File: config.mk
export PLATFORM = sky130hd
export DESIGN_NAME = multiword_add_sequencer
export DESIGN_NICKNAME = d
export VERILOG_FILES = /design/src/rtl/multiword_add_sequencer.sv
export SDC_FILE = /design/constraint.sdc
export NUM_CORES = 1
export LEC_CHECK = 0
export CAP_MARGIN = 20
export CORE_UTILIZATION = 45
export CTS_BUF_LIST = sky130_fd_sc_hd__clkbuf_8
export DETAILED_ROUTE_END_ITERATION = 8
export PLACE_DENSITY_LB_ADDON = 0.12
export SYNTH_ARGS = -nofsm -noshare
export SYNTH_HDL_FRONTEND = slang
export SYNTH_SLANG_ARGS = --single-unit
File: constraint.sdc
create_clock -name Clock -period 6.4 [get_ports Clock]
set_input_delay 0.96 -clock Clock [delete_from_list [all_inputs] [get_ports Clock]]
set_output_delay 0.96 -clock Clock [all_outputs]
set_load 0.01 [all_outputs]
File: src/rtl/multiword_add_sequencer.sv
// -----------------------------------------------------------------------------
// multiword_add_sequencer
//
// Performs a (16*WORDS)-bit add or subtract by time-multiplexing one external
// 16-bit adder with carry-in/carry-out. Operands are latched on Start, then
// fed to the adder one 16-bit chunk per cycle, least-significant chunk first.
// The adder's carry-out is registered and chained into the next chunk's cin.
// Subtraction is done as A + ~B + 1: B is inverted at capture and the initial
// carry is seeded with 1.
//
// Ports
//   Clock     in   system clock, rising edge
//   Reset     in   asynchronous, active-high reset
//   Start     in   operation request, sampled only in IDLE
//   Sub       in   0 = A+B, 1 = A-B (sampled with Start)
//   A, B      in   W-bit operands (sampled with Start)
//   Busy      out  high while an operation is running and in its Done cycle
//   Done      out  one-cycle completion pulse
//   Sum       out  W-bit result register (partial while Busy)
//   CarryOut  out  final adder carry (for Sub: 1 = no borrow)
//   Overflow  out  two's-complement signed overflow of the operation
//   AddA      out  to external adder dataa
//   AddB      out  to external adder datab
//   AddCin    out  to external adder cin
//   AddS      in   from external adder result (combinational)
//   AddCout   in   from external adder carry-out
// -----------------------------------------------------------------------------
module multiword_add_sequencer #(
   parameter  int WORDS = 4,
   localparam int W     = 16 * WORDS
) (
   input  logic          Clock,
   input  logic          Reset,
   input  logic          Start,
   input  logic          Sub,
   input  logic [W-1:0]  A,
   input  logic [W-1:0]  B,
   output logic          Busy,
   output logic          Done,
   output logic [W-1:0]  Sum,
   output logic          CarryOut,
   output logic          Overflow,
   output logic [15:0]   AddA,
   output logic [15:0]   AddB,
   output logic          AddCin,
   input  logic [15:0]   AddS,
   input  logic          AddCout
);

   localparam int               IDX_W    = $clog2(WORDS);
   localparam logic [IDX_W-1:0] LAST_IDX = IDX_W'(WORDS - 1);

   typedef enum logic [1:0] {
      ST_IDLE,
      ST_RUN,
      ST_DONE
   } state_t;

   state_t            state_q, state_d;
   logic [IDX_W-1:0]  idx_q,   idx_d;
   logic              carry_q, carry_d;
   logic [W-1:0]      a_q,     a_d;
   logic [W-1:0]      b_q,     b_d;
   logic [W-1:0]      sum_q,   sum_d;
   logic              cout_q,  cout_d;
   logic              ovf_q,   ovf_d;

   wire last_chunk = (idx_q == LAST_IDX);

   // --------------------------------------------------------------------------
   // State register and datapath registers
   // --------------------------------------------------------------------------
   // NOTE: sequential state uses non-blocking assignments so every flop samples
   // the pre-edge value of every other flop, independent of statement order.
   // NOTE: the operand registers are reset along with the rest of the state so
   // no stale operand can ever reach the adder ports after a reset.
   always_ff @(posedge Clock or posedge Reset) begin
      if (Reset) begin
         state_q <= ST_IDLE;
         idx_q   <= '0;
         carry_q <= 1'b0;
         a_q     <= '0;
         b_q     <= '0;
         sum_q   <= '0;
         cout_q  <= 1'b0;
         ovf_q   <= 1'b0;
      end else begin
         state_q <= state_d;
         idx_q   <= idx_d;
         carry_q <= carry_d;
         a_q     <= a_d;
         b_q     <= b_d;
         sum_q   <= sum_d;
         cout_q  <= cout_d;
         ovf_q   <= ovf_d;
      end
   end

   // --------------------------------------------------------------------------
   // Next-state logic
   // --------------------------------------------------------------------------
   // NOTE: every signal assigned in a combinational block gets a default at the
   // top; a path that leaves one unassigned would infer a latch.
   always_comb begin
      state_d = state_q;
      unique case (state_q)
         ST_IDLE: if (Start)      state_d = ST_RUN;
         ST_RUN:  if (last_chunk) state_d = ST_DONE;
         ST_DONE:                 state_d = ST_IDLE;
         default:                 state_d = ST_IDLE;
      endcase
   end

   // --------------------------------------------------------------------------
   // Datapath next values
   // --------------------------------------------------------------------------
   always_comb begin
      idx_d   = idx_q;
      carry_d = carry_q;
      a_d     = a_q;
      b_d     = b_q;
      sum_d   = sum_q;
      cout_d  = cout_q;
      ovf_d   = ovf_q;

      unique case (state_q)
         ST_IDLE: begin
            if (Start) begin
               a_d     = A;
               b_d     = Sub ? ~B : B;   // A - B == A + ~B + 1
               carry_d = Sub;            // the "+1" of the two's complement
               idx_d   = '0;
               sum_d   = '0;
            end
         end
         ST_RUN: begin
            sum_d[16*idx_q +: 16] = AddS;
            carry_d               = AddCout;
            idx_d                 = idx_q + 1'b1;
            if (last_chunk) begin
               cout_d = AddCout;
               // Operands share a sign but the result sign differs. b_q already
               // holds ~B for subtract, so this covers both operations.
               ovf_d  = (a_q[W-1] == b_q[W-1]) && (AddS[15] != a_q[W-1]);
            end
         end
         default: ;
      endcase
   end

   // --------------------------------------------------------------------------
   // Outputs: purely from registers, no path from A, B or Start
   // --------------------------------------------------------------------------
   always_comb begin
      Busy   = (state_q != ST_IDLE);
      Done   = (state_q == ST_DONE);
      AddA   = '0;
      AddB   = '0;
      AddCin = 1'b0;
      if (state_q == ST_RUN) begin
         AddA   = a_q[16*idx_q +: 16];
         AddB   = b_q[16*idx_q +: 16];
         AddCin = carry_q;
      end
   end

   assign Sum      = sum_q;
   assign CarryOut = cout_q;
   assign Overflow = ovf_q;

endmodule

==> reports/metrics.yaml <==
clock_network:
  hold_buffers: 0
  cts_max_path_buffers: 2
  postCtsSetupBuffers: 0
  root_buffer: "clkbuf_8"
  clk_pin_slew_ns: 0.10
  cts-resized-gates: 0
  numClockSinks: 199
  cts_made_buffers: 17
  clock_latency_ns: 0.46
  htreeDepth: 4
  cts_tree: "yes"
drt:
  vias: 6165
  drtIter0Drc: 226
  wl_per_cell_um: 18.7
  dr.pass1.iters: 4
  antenna_left: 0
  vias_per_cell: 5.19
  routed_wirelength_um: 22200
  drc: 0
synth:
  synth-seq-cells: 199
  yosysUniqueCellTypes: 35
  synthFlopType: "dfrtp_1"
  avgSynthCellArea_um2: 13.6
  seq_area_frac_synth: 0.539
  syn_area_mm2: 0.00923
  yosysTopAreaCellShare: 0.539
  yosysWarnings: 0
  synth-xor-area-share: 0.0607
  syn_nets: 835
  synth_common_cells: "dfrtp_1, nand2_1, a22o_1, mux2_4, xnor2_1"
  synth-async-reset-ratio: 1.00
  synth_edf_count: 0
  synth_top_family_by_area: "multiplexers"
  yosys.cell_count.top_type: "dfrtp_1"
  synth_fa_ha_area_frac: 0.00813
  synth_compound_area_frac: 0.103
  yosysTopAreaCell: "dfrtp_1"
  synth_mux_area_frac: 0.183
  synth_simple_gate_area_share: 0.0679
  synth_cells: 680
  synthTopCellsByArea: "dfrtp_1, mux2_4, mux4_2"
power_and_ir_drop:
  p_int_mw: 3.59
  leakage_nw: 5.32
  peakVddDrop_v: 0.000215
  switching_power_mw: 1.85
  powerDensity_mw_per_mm2: 444
  p_sw_frac: 0.340
  pwr-share-comb: 0.451
  clkPwrFrac: 0.156
  power_frac_seq: 0.393
worst_setup_path:
  crit_type: "reg2out"
  r2r_setup_slack_ns: 3.37
  cp.arrival_ns: 2.93
  critPathLaunchType: "flop"
  critPathMaxFanout: 24
  critPathCaptureType: "primary output"
  reg2reg_from: "idx_q[1]"
  crit_start: "idx_q[0]"
  max_stage_delay_ns: 0.72
  path_cells: "buf_4, mux4_2, and2_1, clkdlybuf4s50_1"
  cp_slowest_cell: "dfrtp_2"
  required_ns: 5.44
floorplanning:
  die_w_um: 145
  io_pins: 250
  core_mm2: 0.0202
  die_h_um: 145
  die-area_mm2: 0.0211
  initial_core_util: 0.458
  rows: 52
timing:
  setup_viol: 0
  fin_tns_setup_ns: 0
  grt_setup_unrepaired: "false"
  slew_headroom: 0.250
  finClkSkew_ns: 0.0211
  slew_violations: 0
  finalCritPeriodShare: 0.608
  whs_ns: 0.483
  tightest_slew_ns: 1.12
  period_needed_ns: 3.89
  hold_viol: 0
  fmax_ghz: 0.257
placed_design:
  dp.final_hpwl_um: 15000
  place_congestion: 0.829
  portBuffers: 249
grt:
  gr-total-overflow: 0
  antenna_found_initial: 0
  grtUsageTotal: 0.222
  first_global_vias: 6569
  grt_pass1_wl_um: 36600
  grt_max_degree: 148
layout:
  drive_gt1_frac: 0.161
  area_growth_pct: 32.7
  final_nets: 1059
  antenna_cells: 0
flow_run:
  maxCapViolations: 0
hold_path:
  min_from: "b_q[35]"
  hold_path.class: "reg2reg"
status:
  status: "finished, final reports clean"
==> final cells by class <==
class | count | area (µm²)
fillers | 1569 | 7920
flip-flops and latches | 199 | 4980
multi-input cells | 427 | 3920
repair buffers | 256 | 2570
well taps | 270 | 338
clock buffers | 17 | 234
clock inverters | 15 | 191
inverters | 3 | 18.8
==> power by group through the flow <==
| stage | Clock [mW] | Combinational (mW) | Sequential, mW |
|---|---|---|---|
| after global placement | 0 | 2.41 | 2.13 |
| after global routing | 0.923 | 2.65 | 2.21 |
| final | 0.848 | 2.45 | 2.14 |
| after CTS | 0.871 | 2.48 | 2.14 |
| after detailed placement | 0 | 2.47 | 2.16 |
| after floorplan | 0 | 1.67 | 2.02 |
==> layer usage <==
layer / GRT usage / part of all wire
met1: 0.300 / 0.44
met2: 0.359 / 0.49
met3: 0.0475 / 0.059
met4: 0.0705 / 0.014
met5: 0 / 0
==> worst max-delay path: cells and delay by family (launching register included) <==
family	cells	cell delay [ns]
buffers and inverters	2	1.00
flip-flops	1	0.72
multiplexers	1	0.57
AND/OR/NAND/NOR	1	0.18
==> flip-flops by register name, indices dropped and copies added, names as in the netlist <==
| register | flops |
|---|---|
| carry_q | 1 |
| state_q | 2 |
| idx_q | 2 |
| CarryOut | 1 |
| Sum | 64 |
| a_q | 64 |
| b_q | 64 |
| Overflow | 1 |
==> cell usage in the layout (no fill, tap or decap), types with 4 or more instances in the layout <==
| cell type | netlist | routed |
|---|---|---|
| xnor2_1 | 64 | 64 |
| a21o_1 | 4 | 4 |
| and2_1 | 34 | 34 |
| ha_1 | 6 | 6 |
| buf_4 | 2 | 6 |
| nand2_1 | 70 | 70 |
| a22o_1 | 64 | 64 |
| mux4_2 | 32 | 32 |
| dfrtp_1 | 199 | 197 |
| o21ai_1 | 9 | 9 |
| o21ai_0 | 57 | 57 |
| mux2_4 | 64 | 64 |
| inv_8 | 0 | 5 |
| clkdlybuf4s50_1 | 0 | 248 |
| clkbuf_8 | 0 | 17 |
==> worst paths after layout <==
| path | endpoint | cells past startpoint |
|---|---|---|
| min in group asynchronous | a_q[5] | 2 |
| max | AddB[2] | 4 |
| max in group asynchronous | a_q[17] | 4 |
| min | b_q[35] | 2 |
| min reg2reg | b_q[35] | 2 |
| max reg2reg | Sum[10] | 4 |
==> through the flow <==
| step | total power [mW] | worst slack [ns] | cells | utilization | instance area (µm²) |
|---|---|---|---|---|---|
| global route | 5.78 | 2.29 | 1187 | 0.607 | 12200 |
| finish | 5.44 | 2.51 | 1187 | 0.607 | 12200 |
| global placement | 4.55 | 2.94 | 1153 | 0.584 | 11800 |
| floorplan | 3.70 | 0.0143 | 680 | - | 9230 |
| detailed placement | 4.63 | 2.89 | 1154 | 0.585 | 11800 |
| CTS | 5.49 | 2.40 | 1186 | 0.606 | 12200 |
==> cells by family after synthesis <==
kind of cell,count (synthesis)
buffers and inverters,54
adders and majority gates,6
xor gates and xnor gates,64
muxes,97
and+or+nand+nor,121
AOI/OAI and AO/OA,139
DFF,199
Power figures use the tool's default switching activity.
